[src/rtl/control_unit.sv]
// Hardwired control sequencer for the datapath: fetch T0-T2, then decodes IR for the
// register ALU, MUL/DIV and NEG/NOT classes. Includes stop/halt and illegal-opcode handling.
module control_unit #(
    parameter int unsigned RESET_PC_HOLD = 1
) (
    input  logic        clk,
    input  logic        reset,
    input  logic [31:0] ir,
    input  logic        stop,
    output logic [15:0] Rin,
    output logic [15:0] Rout,
    output logic        PCin,
    output logic        IncPC,
    output logic        MARin,
    output logic        MDRin,
    output logic        Read,
    output logic        MDRout,
    output logic        IRin,
    output logic        Yin,
    output logic        Zin,
    output logic        Zlowout,
    output logic        Zhighout,
    output logic        HIin,
    output logic        LOin,
    output logic        AND,
    output logic        OR,
    output logic        ADD,
    output logic        SUB,
    output logic        MUL,
    output logic        DIV,
    output logic        SHR,
    output logic        SHRA,
    output logic        SHL,
    output logic        ROR,
    output logic        ROL,
    output logic        NEG,
    output logic        NOT,
    output logic        run,
    output logic        illegal
);

    localparam int unsigned HOLD_W = 4;
    localparam int unsigned OP_W   = 5;
    localparam int unsigned REG_W  = 4;
    localparam int unsigned NREG   = 16;
    localparam int unsigned ALU_W  = 13;

    typedef enum logic [3:0] {
        S_RESET, S_T0, S_T1, S_T2, S_T3, S_T4, S_T5, S_T6, S_HALT
    } state_t;

    typedef enum logic [1:0] {
        C_ILLEGAL, C_ALU3, C_MULDIV, C_UNARY
    } class_t;

    state_t             state_q, state_d;
    logic [HOLD_W-1:0]  hold_q, hold_d;
    logic               illegal_q, illegal_d;

    logic [OP_W-1:0]    opcode;
    logic [REG_W-1:0]   ra, rb, rc;
    class_t             op_class;
    logic [ALU_W-1:0]   op_sel;
    logic [ALU_W-1:0]   alu_c;
    logic               ir_unused_c;

    function automatic logic [NREG-1:0] reg_sel(input logic [REG_W-1:0] r);
        return NREG'(1) << r;
    endfunction

    assign opcode      = ir[31:27];
    assign ra          = ir[26:23];
    assign rb          = ir[22:19];
    assign rc          = ir[18:15];
    assign ir_unused_c = ^ir[14:0];

    // Opcode -> instruction class and one-hot ALU select {AND,OR,ADD,SUB,MUL,DIV,SHR,SHRA,SHL,ROR,ROL,NEG,NOT}
    always_comb begin
        op_class = C_ILLEGAL;
        op_sel   = '0;
        case (opcode)
            5'b00011: begin op_class = C_ALU3;   op_sel = 13'h0400; end
            5'b00100: begin op_class = C_ALU3;   op_sel = 13'h0200; end
            5'b00101: begin op_class = C_ALU3;   op_sel = 13'h1000; end
            5'b00110: begin op_class = C_ALU3;   op_sel = 13'h0800; end
            5'b00111: begin op_class = C_ALU3;   op_sel = 13'h0008; end
            5'b01000: begin op_class = C_ALU3;   op_sel = 13'h0004; end
            5'b01001: begin op_class = C_ALU3;   op_sel = 13'h0040; end
            5'b01010: begin op_class = C_ALU3;   op_sel = 13'h0020; end
            5'b01011: begin op_class = C_ALU3;   op_sel = 13'h0010; end
            5'b01111: begin op_class = C_MULDIV; op_sel = 13'h0080; end
            5'b10000: begin op_class = C_MULDIV; op_sel = 13'h0100; end
            5'b10001: begin op_class = C_UNARY;  op_sel = 13'h0002; end
            5'b10010: begin op_class = C_UNARY;  op_sel = 13'h0001; end
            default:  begin op_class = C_ILLEGAL; op_sel = '0; end
        endcase
    end

    always_ff @(posedge clk or negedge reset) begin
        if (!reset) begin
            state_q   <= S_RESET;
            hold_q    <= '0;
            illegal_q <= 1'b0;
        end else begin
            state_q   <= state_d;
            hold_q    <= hold_d;
            illegal_q <= illegal_d;
        end
    end

    // Next state and Moore strobes from present state and IR
    always_comb begin
        state_d   = state_q;
        hold_d    = hold_q;
        illegal_d = illegal_q;
        Rin       = '0;
        Rout      = '0;
        PCin      = 1'b0;
        IncPC     = 1'b0;
        MARin     = 1'b0;
        MDRin     = 1'b0;
        Read      = 1'b0;
        MDRout    = 1'b0;
        IRin      = 1'b0;
        Yin       = 1'b0;
        Zin       = 1'b0;
        Zlowout   = 1'b0;
        Zhighout  = 1'b0;
        HIin      = 1'b0;
        LOin      = 1'b0;
        run       = 1'b1;
        case (state_q)
            S_RESET: begin
                run = 1'b0;
                if (hold_q >= HOLD_W'(RESET_PC_HOLD)) begin
                    state_d = S_T0;
                    hold_d  = '0;
                end else begin
                    hold_d = hold_q + HOLD_W'(1);
                end
            end
            S_T0: begin
                IncPC   = 1'b1;
                PCin    = 1'b1;
                MARin   = 1'b1;
                state_d = S_T1;
            end
            S_T1: begin
                Read    = 1'b1;
                MDRin   = 1'b1;
                state_d = S_T2;
            end
            S_T2: begin
                MDRout  = 1'b1;
                IRin    = 1'b1;
                state_d = S_T3;
            end
            S_T3: begin
                case (op_class)
                    C_ALU3: begin
                        Rout    = reg_sel(rb);
                        Yin     = 1'b1;
                        state_d = S_T4;
                    end
                    C_MULDIV: begin
                        Rout    = reg_sel(ra);
                        Yin     = 1'b1;
                        state_d = S_T4;
                    end
                    C_UNARY: begin
                        Rout    = reg_sel(rb);
                        Zin     = 1'b1;
                        state_d = S_T4;
                    end
                    default: begin
                        illegal_d = 1'b1;
                        state_d   = S_HALT;
                    end
                endcase
            end
            S_T4: begin
                case (op_class)
                    C_ALU3: begin
                        Rout    = reg_sel(rc);
                        Zin     = 1'b1;
                        state_d = S_T5;
                    end
                    C_MULDIV: begin
                        Rout    = reg_sel(rb);
                        Zin     = 1'b1;
                        state_d = S_T5;
                    end
                    C_UNARY: begin
                        Zlowout = 1'b1;
                        Rin     = reg_sel(ra);
                        state_d = stop ? S_HALT : S_T0;
                    end
                    default: state_d = S_HALT;
                endcase
            end
            S_T5: begin
                Zlowout = 1'b1;
                if (op_class == C_MULDIV) begin
                    LOin    = 1'b1;
                    state_d = S_T6;
                end else begin
                    Rin     = reg_sel(ra);
                    state_d = stop ? S_HALT : S_T0;
                end
            end
            S_T6: begin
                Zhighout = 1'b1;
                HIin     = 1'b1;
                state_d  = stop ? S_HALT : S_T0;
            end
            S_HALT: begin
                run = 1'b0;
                if (!stop && !illegal_q) begin
                    state_d = S_T0;
                end
            end
            default: begin
                run     = 1'b0;
                state_d = S_RESET;
            end
        endcase
    end

    // ALU select is only driven while Z is loading
    assign alu_c = Zin ? op_sel : '0;
    assign {AND, OR, ADD, SUB, MUL, DIV, SHR, SHRA, SHL, ROR, ROL, NEG, NOT} = alu_c;

    assign illegal = illegal_q;

endmodule

[config.mk]
export PLATFORM = sky130hd
export DESIGN_NAME = control_unit
export DESIGN_NICKNAME = d
export VERILOG_FILES = /design/src/rtl/control_unit.sv
export SDC_FILE = /design/constraint.sdc
export NUM_CORES = 1
export LEC_CHECK = 0
export ABC_CLOCK_PERIOD_IN_PS = 2880
export BUFFER_PORTS_ARGS = -buffer_cell sky130_fd_sc_hd__clkbuf_2
export CORE_UTILIZATION = 41
export CTS_BUF_LIST = sky130_fd_sc_hd__clkbuf_4 sky130_fd_sc_hd__clkbuf_8
export DETAILED_ROUTE_END_ITERATION = 8
export HOLD_SLACK_MARGIN = 0.12
export PLACE_DENSITY = 0.79
export SLEW_MARGIN = 30
export SYNTH_ARGS = -nofsm -noshare
export SYNTH_HDL_FRONTEND = slang
export SYNTH_SLANG_ARGS = --single-unit
[constraint.sdc]
create_clock -name clk -period 2.88 [get_ports clk]
set_clock_uncertainty 0.1 [all_clocks]
set_input_delay 0.576 -clock clk [delete_from_list [all_inputs] [get_ports clk]]
set_output_delay 0.576 -clock clk [all_outputs]
set_load 0.01 [all_outputs]
# == Word-level counts from Yosys, hierarchy flattened ==
# Memories as Yosys holds them, arrays and structs flattened.
# Index checks and enable logic that the tools add are counted.
# Widths: inputs -> output; s select.
# op_classes
mux,27
bitwise_logic,1
eq_ne,13
shift,3
addsub,1
n_reduce_logical,10
n_lt_le_gt_ge,1
# op_table
operator,n
$pmux 16 s2,4
$shl 1x4->16 const A,3
$pmux 4 s9,1
$mux 16,2
$mux 4,6
$eq 4x3->1 const B,4
$mux 13,1
$mux 1,10
$eq 4x2->1 const B,2
$pmux 4 s2,1
$reduce_or 7->1,1
$add 4x1->4 const B,1
$eq 2x2->1 const B,2
$eq 4x1->1 const B,1
$eq 4x4->1 const B,1
$ge 4x1->1 const B,1
$logic_not 4->1,1
$ne 2x2->1 const B,2
$pmux 1 s2,2
$reduce_and 2->1,2
$reduce_or 2->1,2
$reduce_or 3->1,1
$eq 2x1->1 const B,1
$logic_not 1->1,2
2 further kinds,2
# word_totals
memories,1
romBits,480
register_bits,9
out_inout_bits,60
wordCells,60
in_bits,35
# memory_table
memory,depth,width,rd,rd_clocked_by_memory_dff,write_ports,line,rtl
(name not given),32,15,1,0,0,81,case (opcode)

# == Logic depth before layout (Yosys ltp) ==
# Gate-level depths: netlist of run 1.
# An unclocked memory read counts as a cell.
# depth
word_depth,6
mapped_depth,12
depth_no_buf,11

# == Least setup slack after synthesis of run 1 ==
# No wires, ideal clock.
# synth_path
path_type,input port to output port
from,input ir[27]
to,output Rin[11]
path_buffers,0
t_arrival_ps,2528
path_stages,11
slack_ps,-324
t_required_ps,2204
path_cell_list,inv_1 ha_1 nand3b_1 a21oi_1 or2_2 inv_1 ha_1 or3b_1 a21oi_1 nand3_1 nor2_1
# synth_between
elab_chain_len,4
elab_cells_between_ends,6
classes_between,eq/ne (2); mux (3); memory (1)
# synth_lines
item,line,rtl
start: declaration,8,"input logic [31:0] ir,"
$mem_v2 32x15 (*),n/a,
"$eq 2x2->1, on equally long branches","203, 182",
"$mux 16, on equally long branches","203, 182",
$pmux 16 s2 (*),132,case (state_q)
end: declaration,10,"output logic [15:0] Rin,"
# Every way passes the cells marked *; elsewhere a longest branch is shown, timed or not.

# == Worst setup path in the final report of run 1 ==
# layout_path
from,input ir[27]
to,output Rout[4]
# layout_between
elab_chain_len,5
elab_cells_between_ends,8
classes_between,eq/ne (3); mux (3); reduce/logical (1); memory (1)
# layout_lines
item,line,rtl
$mem_v2 32x15 (*),n/a,
$eq 2x2->1 / $eq 2x1->1 (equally long branches),"159, 182",
$reduce_or 2->1 (no line),n/a,
$pmux 16 s2,159,case (op_class)
$pmux 16 s2 (*),132,
end: declaration,11,"output logic [15:0] Rout,"
# Marks and branches as above.

==> results of run 1 <==
layer usage:
metal | routed length, µm | part of all wire (%) | up-vias
met5 | 0 | 0 | -
met1 | 2440 | 38 | 1104
li1 | - | - | 1069
met2 | 3220 | 50 | 160
met4 | 231 | 3.6 | 0
met3 | 507 | 7.9 | 41
area by class of cell:
cell class / instances / share of cell area, %
inverters: 11 / 2.40
multi-input cells: 195 / 55.9
repair buffers: 119 / 30.5
clock buffers: 4 / 1.64
flip-flops and latches: 9 / 7.57
well taps: 48 / 2.02
critical path, delay by kind of cell:
kind / cells / cell delay [ps]
adders and majority gates: 2 / 400
AOI/OAI and AO/OA: 3 / 520
buffers and inverters: 5 / 530
and+or+nand+nor: 4 / 770
layout by cell type (no fill, tap or decap), types with 4 or more instances in the layout:
master | netlist | routed
a2bb2oi_1 | 4 | 4
and2_4 | 0 | 4
and3_4 | 0 | 7
buf_2 | 5 | 22
buf_4 | 5 | 31
buf_6 | 1 | 26
clkbuf_2 | 0 | 35
dfrtp_1 | 9 | 9
ha_1 | 12 | 6
ha_4 | 0 | 5
inv_1 | 10 | 7
nand2_1 | 26 | 20
nand2_2 | 0 | 4
nand2b_1 | 11 | 9
nand3_1 | 7 | 5
nand3b_1 | 9 | 9
nor2_1 | 22 | 6
nor2_2 | 2 | 8
nor2_4 | 0 | 10
nor2b_1 | 4 | 4
nor3_1 | 5 | 4
o221ai_2 | 0 | 11
o22ai_1 | 18 | 18
or2_2 | 7 | 6
or3b_2 | 4 | 4
final timing paths:
path | startpoint | to | slack (ps)
hold / removal | hold_q[3]$_DFFE_PN0N_ | hold_q[3]$_DFFE_PN0N_ | 380
setup reg to reg | state_q[2]$_DFFE_PN0P_ | hold_q[0]$_DFFE_PN0N_ | 1030
max in group asynchronous | reset | state_q[0]$_DFFE_PN0P_ | 1870
min in group asynchronous | reset | hold_q[3]$_DFFE_PN0N_ | 620
setup / recovery | ir[27] | Rout[4] | -610
hold reg to reg | hold_q[3]$_DFFE_PN0N_ | hold_q[3]$_DFFE_PN0N_ | 380
cell families (layout without fill, tap and decap cells):
| logic type | after synthesis | count (layout) | share of synthesized area (%) |
|---|---|---|---|
| and+or+nand+nor | 122 | 122 | 42.3 |
| AOI/OAI and AO/OA | 58 | 58 | 25.2 |
| buffers and inverters | 24 | 134 | 7.53 |
| adders and majority gates | 12 | 12 | 9.22 |
| DFF | 9 | 9 | 13.8 |
| muxes | 3 | 3 | 1.92 |
what timing repair did:
item | CTS | global route
resized for setup | 18 | 86
pin swaps | 15 | 27
endpoints found under the hold margin | 9 | 0
setup buffers | 9 | 5
hold buffers | 1 | 0
endpoints found under the setup margin | 48 | 47
registers in the layout (all words and copies together), names as in the netlist:
register / flops
hold_q: 4
state_q: 4
illegal: 1
power groups by stage:
stage / registers (mW) / clock network, mW / logic (mW)
5_1_grt: 0.285 / 0.175 / 0.783
4_1_cts: 0.268 / 0.161 / 0.674
3_3_place_gp: 0.266 / 0 / 0.624
2_1_floorplan: 0.212 / 0 / 0.525
6_report: 0.277 / 0.164 / 0.722
3_5_place_dp: 0.269 / 0 / 0.642
stage by stage:
| stage | setup WS, ps | hold WS (ps) | area, µm² | setup TNS, ps | power [mW] |
|---|---|---|---|---|---|
| after global placement | -560 | 336 | 2490 | -23270 | 0.890 |
| after global routing | -668 | 409 | 2970 | -23700 | 1.24 |
| after detailed placement | -597 | 342 | 2490 | -24940 | 0.910 |
| final | -606 | 377 | 2970 | -20550 | 1.16 |
| after CTS | -448 | 378 | 2710 | -17790 | 1.10 |
| after floorplan | -165 | 180 | 1910 | -5950 | 0.736 |
==> results by group, run 1 <==
Run status
  • Status: finished, violations left
  • Violated checks: setup timing

Worst setup path
  • Setup CP Type: in -> out
  • WP data arrival: 2810 ps
  • Crit-path cells: clkbuf_16 -> inv_12 -> ha_4 -> nand3b_1 -> a21oi_2 -> or2_4 -> inv_4 -> ha_4 -> nor4b_4 -> buf_4 -> nand3b_1 -> a2bb2oi_1 -> o21ai_1 -> buf_2
  • WP data required: 2200 ps
  • CP max stage cell: nand3b_1
  • Nature of the critical path endpoint: output port
  • Max stage delay on crit path: 270 ps
  • CP Launch Type: input pin
  • Critical Path Fanout Max: 4
  • Worst-case reg-to-reg path depth: 4

Global route
  • M3 GR Usage: 3.70%
  • Met2 Use GR: 40.8%
  • Global route total overflow: 0
  • Pin count of the biggest net entering global routing: 17
  • All-Layer GR Usage: 24.8%
  • Met1 Usage GRT: 32.8%
  • Initial antenna violation count: 0
  • Vias in the first global route: 1942
  • GRT busiest layer: met2
  • First-pass GRT wire length: 8.49 mm

STA
  • Final worst setup slack: -606 ps
  • Slew HR: 62.0%
  • Post-layout min period: 3490 ps
  • Fmax: 0.287 GHz
  • Setup violators final: 46
  • Setup repair after global routing missed its margin: yes
  • Fin. Hold Viols: 0
  • Slew Viols, Final: 0
  • Tcrit/Tclk final: 121%
  • Slew at the pin closest to its max-slew limit: 571 ps

Power
  • Internal: 0.605 mW
  • Sw frac: 48.0%
  • VDD IR-drop max: 0.285 mV
  • Share of power burned in registers: 23.8%
  • Combinational Power Share: 62.1%
  • Share of total power in the clock network: 14.1%
  • Leak Pwr: 1.27 nW
  • P_sw: 0.558 mW
  • Power Density: 391 mW/mm²

Floorplan
  • Core area: 0.00374 mm²
  • Num rows: 22
  • Full die area: 0.00423 mm²
  • I/O pin count: 95
  • Die width: 65.0 µm
  • Die Height: 65.0 µm
  • Starting Density: 43.5%

Finish
  • Multi-input gate area: 0.00166 mm²
  • # fillers: 238
  • Share of cells above drive strength 1: 60.4%
  • Fin nets: 386
  • Fin cells: 386
  • Antenna Cells: 0
  • Reg area: 225 µm²
  • Fin util: 79.4%
  • Area delta synth->final: 82.6%

Synthesis
  • Cell with the most instances after synthesis: nand2_1
  • Register area share after synthesis: 13.8%
  • Mapped cell area: 0.00163 mm²
  • Post-synth net total: 275
  • Most used DFF post-synth: dfrtp_1
  • Netlist cell types: 47
  • Post-synth top cells: 26 x nand2_1, 22 x nor2_1, 18 x o22ai_1, 12 x ha_1, 12 x o221ai_1
  • Area contributors post-synth: dfrtp_1 14%, ha_1 9.2%, o22ai_1 6.9%, o221ai_1 6.5%, nand2_1 6.0%
  • Syn Inst Count: 228
  • Synth warn: 0
  • Synth top area share: 13.8%
  • Post-synth EDFFs: 0
  • #FFs+latches synth: 9
  • Post-synthesis async set-or-reset flop share: 100%
  • Top cell type by total area after synthesis: dfrtp_1
  • Mapped Avg Cell Area: 7.15 µm²

Clock tree
  • CTS buffer count: 3
  • CTS tree: done
  • Clk slew on worst S/H paths: 50 ps
  • CTS H-tree lvls: 1
  • Clock sink total: 9
  • Clock Latency Late Sink: 250 ps
  • CTS root buf: clkbuf_8
  • Clock tree buffer depth: 2

Detailed routing
  • Iter 0 DRT Violations: 280
  • # DRC: 0
  • Initial DRT Pass Iterations: 6
  • Via density: 6.15
  • Total wire length: 6.40 mm
  • Antenna-violating nets left: 0
  • Vias post-DR: 2374
  • Routed length per instance: 16.6 µm

Hold path
  • Worst hold path class: reg -> reg
  • Hold depth: 1

Place
  • DP Cell Count: 368
  • IO Port Bufs: 79
  • Dpl hpwl: 4.05 mm
  • GP Congestion: 0.939

Flow run
  • Max Cap Violations: 0
Power figures use the tool's default switching activity.
==> run 2, diff against run 1 <==
CAP_MARGIN = 20   (was unset)
RECOVER_POWER = 50   (was unset)
==> results by group, run 2 (same netlist as run 1, synthesis figures left out) <==
STA
  • Slew Viols, Final: 0
  • Final worst setup slack: -602 ps
  • Slew HR: 62.0%
  • Slew at the pin closest to its max-slew limit: 571 ps
  • Setup violators final: 46
  • Post-layout min period: 3480 ps
  • Tcrit/Tclk final: 121%
  • Setup_tns: -20550 ps
  • Setup repair after global routing missed its margin: yes
  • Fmax: 0.287 GHz
  • Fin. Hold Viols: 0

Finish
  • Multi-input gate area: 0.00166 mm²
  • Antenna Cells: 0
  • Share of cells above drive strength 1: 59.8%
  • Commonest non-fill, non-tap cells in the layout: 33 x clkbuf_2, 31 x buf_4, 26 x buf_6, 22 x buf_2, 20 x nand2_1
  • Area delta synth->final: 82.4%
  • Most common cell after layout, fill and taps aside: clkbuf_2
  • # fillers: 240
  • Reg area: 225 µm²
  • Fin nets: 386

Floorplan
  • Die width: 65.0 µm
  • I/O pin count: 95
  • Die Height: 65.0 µm
  • Num rows: 22
  • Full die area: 0.00423 mm²
  • Core area: 0.00374 mm²
  • Starting Density: 43.5%

Worst setup path
  • Worst r2r dst: hold_q[0]$_DFFE_PN0N_
  • Worst-case reg-to-reg path depth: 4
  • CP startpoint: ir[27]
  • WP data required: 2200 ps
  • Reg-to-Reg Start: state_q[2]$_DFFE_PN0P_
  • Nature of the critical path endpoint: output port
  • Critical Path Fanout Max: 4
  • WP data arrival: 2810 ps
  • Setup CP Type: in -> out
  • Worst R2R Setup Slack: 1030 ps
  • CP Launch Type: input pin

Clock tree
  • CTS buffer count: 3
  • Clock Latency Late Sink: 250 ps
  • Clk slew on worst S/H paths: 50 ps
  • Clock sink total: 9
  • CTS tree: done
  • CTS root buf: clkbuf_8
  • CTS H-tree lvls: 1
  • Clock tree buffer depth: 2

Place
  • Dpl ws: -597 ps
  • Dpl hpwl: 4.05 mm
  • IO Port Bufs: 79
  • GP Congestion: 0.939

Global route
  • All-Layer GR Usage: 24.8%
  • Initial antenna violation count: 0
  • Pin count of the biggest net entering global routing: 17
  • First-pass GRT wire length: 8.49 mm
  • Global route total overflow: 0
  • Vias in the first global route: 1942

Detailed routing
  • Antenna-violating nets left: 0
  • Routed length per instance: 16.6 µm
  • Vias post-DR: 2350
  • Iter 0 DRT Violations: 281
  • Initial DRT Pass Iterations: 5
  • # DRC: 0
  • Via density: 6.09
  • Total wire length: 6.40 mm

Run status
  • Status: finished, violations left
  • Violated checks: setup timing

Power
  • Leak Pwr: 1.26 nW
  • Share of power burned in registers: 23.8%
  • Sw frac: 48.1%
  • P_sw: 0.558 mW
  • Power Total: 1.16 mW
  • Share of total power in the clock network: 14.1%
  • Combinational Power Share: 62.0%
  • Power Density: 391 mW/mm²
  • VDD IR-drop max: 0.283 mV
  • Internal: 0.603 mW

Hold path
  • Hold depth: 1
  • Worst hold path class: reg -> reg
  • Hold Crit Start: hold_q[3]$_DFFE_PN0N_
  • Min-Delay Endpoint: hold_q[3]$_DFFE_PN0N_

Flow run
  • Max Cap Violations: 0
==> run 2: cell types whose count changed in the layout (fill, tap and decap cells not counted) <==
cell / delta
clkbuf_1: +2
clkbuf_2: -2
==> run 2: worst max path at each step <==
stage	to	slack [ps]	depth (start not counted)
6_report	Rout[4]	-600	14
5_1_grt	Rout[7]	-670	14
4_1_cts	Rin[0]	-450	14
3_5_place_dp	ROR	-600	12
3_3_place_gp	SUB	-560	12
2_1_floorplan	ROL	-170	11
==> run 2: power groups by stage <==
stage / clock [mW] / combinational, mW / sequential (mW)
2_1_floorplan: 0 / 0.525 / 0.212
3_3_place_gp: 0 / 0.624 / 0.266
3_5_place_dp: 0 / 0.642 / 0.269
4_1_cts: 0.161 / 0.674 / 0.268
5_1_grt: 0.175 / 0.781 / 0.285
6_report: 0.164 / 0.720 / 0.277
==> run 2: repair_timing <==
action | 4_1_cts | 5_1_grt
resized for setup | 18 | 86
setup buffers | 9 | 5
pin swaps | 15 | 27
hold endpoints to repair | 9 | 0
hold buffers | 1 | 0
endpoints found under the setup margin | 48 | 47
cloned | 0 | 0
==> run 2: final cells by class <==
class / instances / share of cell area [%]
timing repair buffer: 119 / 30.4
inverter: 11 / 2.40
clock buffer: 4 / 1.64
sequential: 9 / 7.58
multi-input combinational: 195 / 56.0
tap: 48 / 2.02
==> run 2: critical path, stage by stage <==
cell	delay, ps
clkbuf_16	130
inv_12	30
ha_4	240
nand3b_1	90
a21oi_2	170
or2_4	180
inv_4	50
ha_4	160
nor4b_4	230
buf_4	170
nand3b_1	270
a2bb2oi_1	240
o21ai_1	100
buf_2	150
==> run 2: metrics by stage <==
stage	cells	util, %	cell area [µm²]	hold WS (ps)
6_report	386	79.4	2970	377
5_1_grt	386	79.4	2970	409
4_1_cts	381	72.4	2710	378
3_5_place_dp	368	66.5	2490	342
3_3_place_gp	368	66.5	2490	336
2_1_floorplan	228	-	1910	180
==> run 2: metal layers <==
metal	vias up	part of all wire (%)	GRT usage (%)	wire length, µm
li1	1066	-	-	-
met1	1102	38	32.8	2460
met2	153	51	40.8	3230
met3	29	8.0	3.70	509
met4	0	3.1	8.70	197
met5	-	0	0	0
